**src/rtl/ctrl_pkt_pkg.sv**
```systemverilog
// Shared constants for the control packet parser: FSM encodings, header
// field offsets and the full-beat byte-enable pattern.
package ctrl_pkt_pkg;

   localparam logic [1:0] ST_IDLE    = 2'd0;
   localparam logic [1:0] ST_HDR     = 2'd1;
   localparam logic [1:0] ST_PAYLOAD = 2'd2;
   localparam logic [1:0] ST_DRAIN   = 2'd3;

   localparam int MOD_LSB = 80;
   localparam int RES_LSB = 88;
   localparam int IDX_LSB = 96;

   localparam logic [31:0] TKEEP_FULL = '1;

endpackage

```
**src/rtl/ctrl_sat_counter.sv**
```systemverilog
// Saturating event counter with synchronous active-high reset; holds at all
// ones instead of wrapping.
module ctrl_sat_counter #(
   parameter int CNT_WIDTH = 32
) (
   input  logic                 clk,
   input  logic                 areset,
   input  logic                 inc,
   output logic [CNT_WIDTH-1:0] count
);

   always_ff @(posedge clk) begin
      if (areset) begin
         count <= '0;
      end else if (inc && !(&count)) begin
         count <= count + CNT_WIDTH'(1);
      end
   end

endmodule

```
**src/rtl/ctrl_pkt_parser.sv**
```systemverilog
// Turns control packets into table write commands: beat 1 is the header,
// every full payload beat after it becomes one registered write.
// Statistics counters are built only when CTRL_PKT_STATS_EN is defined.
module ctrl_pkt_parser
   import ctrl_pkt_pkg::*;
#(
   parameter int C_S_AXIS_DATA_WIDTH  = 256,
   parameter int C_S_AXIS_TUSER_WIDTH = 128,
   parameter int ADDR_WIDTH           = 8,
   parameter int CNT_WIDTH            = 32
) (
   input  logic                              clk,
   input  logic                              areset,
   input  logic [C_S_AXIS_DATA_WIDTH-1:0]    ctrl_s_axis_tdata,
   input  logic [C_S_AXIS_DATA_WIDTH/8-1:0]  ctrl_s_axis_tkeep,
   input  logic [C_S_AXIS_TUSER_WIDTH-1:0]   ctrl_s_axis_tuser,
   input  logic                              ctrl_s_axis_tvalid,
   input  logic                              ctrl_s_axis_tlast,
   output logic                              cfg_wr_valid,
   output logic [7:0]                        cfg_wr_module,
   output logic [3:0]                        cfg_wr_resource,
   output logic [ADDR_WIDTH-1:0]             cfg_wr_addr,
   output logic [C_S_AXIS_DATA_WIDTH-1:0]    cfg_wr_data,
   output logic [C_S_AXIS_TUSER_WIDTH-1:0]   cfg_wr_tuser,
   output logic                              cfg_wr_last,
   output logic [CNT_WIDTH-1:0]              stat_pkts,
   output logic [CNT_WIDTH-1:0]              stat_writes,
   output logic [CNT_WIDTH-1:0]              stat_errs
);

   logic [1:0]                      state;
   logic [ADDR_WIDTH-1:0]           addr_cnt;
   logic                            ovf;
   logic                            resync;
   logic                            in_pkt;
   logic [7:0]                      hdr_mod_p0;
   logic [3:0]                      hdr_res_p0;
   logic [C_S_AXIS_TUSER_WIDTH-1:0] tuser_p0;
   logic                            keep_full;
   logic                            wr_fire;
   logic                            pkt_inc;
   logic                            err_inc;

   assign keep_full = (ctrl_s_axis_tkeep == TKEEP_FULL);

   always_comb begin
      wr_fire = 1'b0;
      pkt_inc = 1'b0;
      err_inc = 1'b0;
      if (ctrl_s_axis_tvalid) begin
         case (state)
            ST_IDLE: err_inc = !resync && ctrl_s_axis_tlast;
            ST_HDR:  err_inc = ctrl_s_axis_tlast;
            ST_PAYLOAD: begin
               wr_fire = keep_full && !ovf;
               err_inc = ovf || !keep_full;
               pkt_inc = ctrl_s_axis_tlast && !ovf;
            end
            default: ;
         endcase
      end
   end

   // in_pkt follows stream framing regardless of reset, so a reset that cuts
   // a packet can skip its remaining beats instead of misreading them.
   always_ff @(posedge clk) begin
      if (ctrl_s_axis_tvalid) begin
         in_pkt <= !ctrl_s_axis_tlast;
         if (state == ST_IDLE && !resync)
            tuser_p0 <= ctrl_s_axis_tuser;
         if (state == ST_HDR) begin
            hdr_mod_p0 <= ctrl_s_axis_tdata[MOD_LSB +: 8];
            hdr_res_p0 <= ctrl_s_axis_tdata[RES_LSB +: 4];
         end
      end
   end

   // Stage p1: registered write command and FSM
   always_ff @(posedge clk) begin
      if (areset) begin
         state           <= ST_IDLE;
         resync          <= in_pkt;
         addr_cnt        <= '0;
         ovf             <= 1'b0;
         cfg_wr_valid    <= 1'b0;
         cfg_wr_module   <= '0;
         cfg_wr_resource <= '0;
         cfg_wr_addr     <= '0;
         cfg_wr_data     <= '0;
         cfg_wr_tuser    <= '0;
         cfg_wr_last     <= 1'b0;
      end else begin
         cfg_wr_valid <= wr_fire;
         if (wr_fire) begin
            cfg_wr_module   <= hdr_mod_p0;
            cfg_wr_resource <= hdr_res_p0;
            cfg_wr_addr     <= addr_cnt;
            cfg_wr_data     <= ctrl_s_axis_tdata;
            cfg_wr_tuser    <= tuser_p0;
            cfg_wr_last     <= ctrl_s_axis_tlast;
            addr_cnt        <= addr_cnt + ADDR_WIDTH'(1);
            if (&addr_cnt)
               ovf <= 1'b1;
         end
         if (ctrl_s_axis_tvalid) begin
            case (state)
               ST_IDLE: begin
                  if (resync) begin
                     if (ctrl_s_axis_tlast)
                        resync <= 1'b0;
                  end else if (!ctrl_s_axis_tlast) begin
                     state <= ST_HDR;
                  end
               end
               ST_HDR: begin
                  addr_cnt <= ctrl_s_axis_tdata[IDX_LSB +: ADDR_WIDTH];
                  ovf      <= 1'b0;
                  state    <= ctrl_s_axis_tlast ? ST_IDLE : ST_PAYLOAD;
               end
               ST_PAYLOAD: begin
                  if (ctrl_s_axis_tlast)
                     state <= ST_IDLE;
                  else if (ovf)
                     state <= ST_DRAIN;
               end
               default: begin
                  if (ctrl_s_axis_tlast)
                     state <= ST_IDLE;
               end
            endcase
         end
      end
   end

`ifdef CTRL_PKT_STATS_EN
   ctrl_sat_counter #(.CNT_WIDTH(CNT_WIDTH)) u_cnt_pkts (
      .clk(clk), .areset(areset), .inc(pkt_inc), .count(stat_pkts)
   );
   ctrl_sat_counter #(.CNT_WIDTH(CNT_WIDTH)) u_cnt_writes (
      .clk(clk), .areset(areset), .inc(wr_fire), .count(stat_writes)
   );
   ctrl_sat_counter #(.CNT_WIDTH(CNT_WIDTH)) u_cnt_errs (
      .clk(clk), .areset(areset), .inc(err_inc), .count(stat_errs)
   );
`else
   logic unused_stats;
   assign unused_stats = ^{pkt_inc, err_inc};
   assign stat_pkts    = '0;
   assign stat_writes  = '0;
   assign stat_errs    = '0;
`endif

endmodule

```
**config.mk**
```make
export PLATFORM = sky130hd
export DESIGN_NAME = ctrl_pkt_parser
export DESIGN_NICKNAME = d
export VERILOG_FILES = /design/src/rtl/ctrl_pkt_pkg.sv /design/src/rtl/ctrl_sat_counter.sv /design/src/rtl/ctrl_pkt_parser.sv
export SDC_FILE = /design/constraint.sdc
export NUM_CORES = 1
export LEC_CHECK = 0
export BUFFER_PORTS_ARGS = -buffer_cell sky130_fd_sc_hd__buf_4
export CAP_MARGIN = 20
export CORE_AREA = 4 4 353 355
export CTS_BUF_LIST = sky130_fd_sc_hd__clkbuf_8
export DETAILED_ROUTE_END_ITERATION = 16
export DIE_AREA = 0 0 357 359
export SKIP_LAST_GASP = 1
export SLEW_MARGIN = 5
export SYNTH_ARGS = -nofsm -noshare
export SYNTH_HDL_FRONTEND = slang
export SYNTH_HIERARCHICAL = 1
export SYNTH_SLANG_ARGS = --single-unit
```
**constraint.sdc**
```tcl
create_clock -name clk -period 11.2 [get_ports clk]
set_input_delay 1.68 -clock clk [delete_from_list [all_inputs] [get_ports clk]]
set_output_delay 1.68 -clock clk [all_outputs]
set_load 0.005 [all_outputs]
```
==> results.md <==
* Status: finished, final reports clean
* Type of destination of the critical path: register
* Clk sinks at 559
* Mapped Cells at 2,099
* Layout net count at 3,323
* Via-to-Cell Ratio at 3.717
* Crit start category: register
* Leading cell types in the layout, fill and taps excluded: buf_4 (834), nand2_1 (820), dfxtp_1 (417)
* Total core area at 0.1214 mm2
* Largest net degree at the start of global routing at 172
* Placed cells at 4,422
* CP arrival at 5.03 ns
* Ratio of cells with drive above 1 in the final layout at 33.55%
* Seq/Total Area, Yosys at 64.16%
* R2R Path Start: state[0]
* Netlist cell types at 36
* IO Pins at 922
* Drt wl/cell at 15.58 um
* Syn_area_per_cell at 9.365 um2
* Initial antenna violation count at 5
* Utilization after layout at 24.13%
* Synth area leader: dfxtp_1
* Area Growth Syn to Fin at 48.99%
* Hold Path Sink: cfg_wr_data[181]
* R2R cell count at 9
* Post-Place Worst Slack at 6.309 ns
* CTS resizes at 0
* VDD IR max at 0.09438 mV
* Starting Density at 16.19%
* Warnings from Yosys at 6
* Post-CTS Setup Repair Bufs at 0
* Max Slew Vio Count at 0
* Placer Congestion at 0.8190
* Cells on Worst Hold Path at 2
* Final Hold Violating Endpoints at 0
* Pwr Total at 4.457 mW
* Vias in the first global route at 16,750
* Antenna-violating nets left at 0
* Area of the multi-input gates at 0.006002 mm2
* First-pass GRT wire length at 103,200 um
* Clk_skew at 0.04305 ns
* Dpl hpwl at 50,900 um
* Chip Width at 357 um
* EDFF count, synth at 142
* Critical R2R Capture: cfg_wr_data[65]
* Flop pwr share at 47.9%
* Min Tclk post-route at 4.384 ns
* Rows at 128
* Cell area after synthesis at 0.01966 mm2
* CTS Buffer Depth at 3
* Fin Hold WS at 0.4516 ns
* Worst endpoint required time at 11.85 ns
* Post-CTS Hold Fix Bufs at 0
* Top cell type's share of synthesized area at 42.47%
* Worst min-delay path category: reg -> reg
* Period utilisation layout at 39.15%
* CTS root buffer: clkbuf_8
* Net Switching at 1.026 mW
* Highest Clock Rate at 0.2281 GHz
* Clock power frac at 47.7%
* RSZ-0062 raised after global routing: false
* Crit path max fanout at 149
* Port Buf Inserts at 825
* Setup Viol. Count Final at 0
* DRT iter0 DRCs at 1,092
* Routed WL at 71,820 um
* FF-to-FF setup slack at 6.82 ns
* Clock-pin slew on the worst setup and hold paths at 0.06 ns
* Vias at 17,140
* Worst-margin pin slew at 1.068 ns
* Post-DP Area at 0.02702 mm2
* Die Y at 359 um
* Main flop type after synthesis: dfxtp_1
* Top area cells in the synthesized netlist: dfxtp_1 (42%), edfxtp_1 (22%), nand2_1 (16%)
* Asr flop ratio synth at 0%
* Final Cell Area at 0.02929 mm2
* Most common cell after layout, fill and taps aside: buf_4
* GRT Total Usage at 10.51%
* Lkg Pwr at 11.51 nW
* Critical path type: reg -> reg
* # DRC at 0
* Post-Route Setup TNS at 0 ns
* Worst skew pair latency at 0.76 ns
* Initial DRT Pass Iterations at 5
* CTS tree: built
* TritonCTS buffer count at 99
* Final Worst Setup Slack at 6.816 ns
* Pwr Density at 152.2 mW/mm2
* DIE AREA at 0.1282 mm2
* Logic gate share of total power at 4.4%
* Fin cells at 4,611
* Reg area at 0.01261 mm2
* Filler cells at 13,170
* Max cap viols at 0
* Hold Crit Start: cfg_wr_data[181]
* Internal at 3.431 mW
* Overflow after GRT at 0
* Sw Ratio at 23.02%
* FF+latch count, synth at 559
* Slew headroom at 28.78%
* H-tree depth at 3
==> synth_stat cells (4+ instances only) <==
library cell,number
buf_4,132
o21ai_0,4
nand2_1,820
nor2_1,11
nand4_1,9
buf_2,23
dfxtp_1,417
a311oi_1,5
edfxtp_1,142
ha_1,5
clkbuf_1,80
a21oi_1,412
and3_1,4
==> area by class of cell <==
| class | count | area share [%] |
|---|---|---|
| Multi-Input combinational cell | 1395 | 20.49 |
| Sequential cell | 559 | 43.06 |
| Antenna cell | 2 | 0.01709 |
| Inverter | 4 | 0.05126 |
| Timing Repair Buffer | 839 | 21.70 |
| Tap cell | 1625 | 6.942 |
| Clock buffer | 126 | 5.921 |
| Clock inverter | 61 | 1.811 |
==> worst max-delay path, cell delays in order, from the launching register on <==
cell and delay (ns):
dfxtp_1 0.34, inv_1 0.09, ha_1 0.19, nor2b_1 0.59, and4_1 0.62, and3_4 0.81, buf_4 0.48, buf_12 0.41
nand2_1 0.16, a21oi_1 0.15
==> how the worst max path moves through the flow <==
stage,start,to,depth (start not counted)
3_5_place_dp,ctrl_s_axis_tkeep[11],cfg_wr_data[65],8
6_report,state[0],cfg_wr_data[65],9
4_1_cts,state[0],cfg_wr_data[65],9
3_3_place_gp,ctrl_s_axis_tkeep[11],cfg_wr_data[61],8
2_1_floorplan,ctrl_s_axis_tvalid,tuser_p0[0],2
5_1_grt,state[0],cfg_wr_data[79],9
==> logic make-up (layout without fill, tap and decap cells) <==
| group | Yosys count | in the layout | synth area share, % |
|---|---|---|---|
| AOI/OAI and AO/OA | 430 | 430 | 11.23 |
| adders and majority gates | 5 | 5 | 0.3182 |
| other | 1 | 98 | 0.01908 |
| buffers and inverters | 240 | 1030 | 7.250 |
| muxes | 1 | 1 | 0.05092 |
| and+or+nand+nor | 860 | 860 | 16.84 |
| DFF | 559 | 559 | 64.16 |
| xor gates and xnor gates | 3 | 3 | 0.1337 |
==> per-layer routing <==
| layer | share of wire (%) | GRT usage (%) |
|---|---|---|
| met1 | 38 | 11.58 |
| met3 | 10 | 4.327 |
| met5 | 0.029 | 0 |
| met2 | 48 | 17.50 |
| met4 | 3.6 | 5.022 |
==> power groups by stage <==
stage	combinational, mW	sequential (mW)	clock, mW
finish	0.194	2.14	2.13
global route	0.211	2.14	2.31
CTS	0.196	2.14	2.22
detailed placement	0.195	2.18	0
global placement	0.194	2.18	0
floorplan	0.0767	2.18	0
==> flip-flops by register name, indices dropped and copies added (netlist names) <==
signal           count
hdr_res_p0           4
addr_cnt             8
cfg_wr_data        256
cfg_wr_tuser       128
cfg_wr_resource      4
cfg_wr_last          1
resync               1
in_pkt               1
tuser_p0           128
state                2
cfg_wr_module        8
cfg_wr_valid         1
cfg_wr_addr          8
hdr_mod_p0           8
ovf                  1
Power figures use the tool's default switching activity.
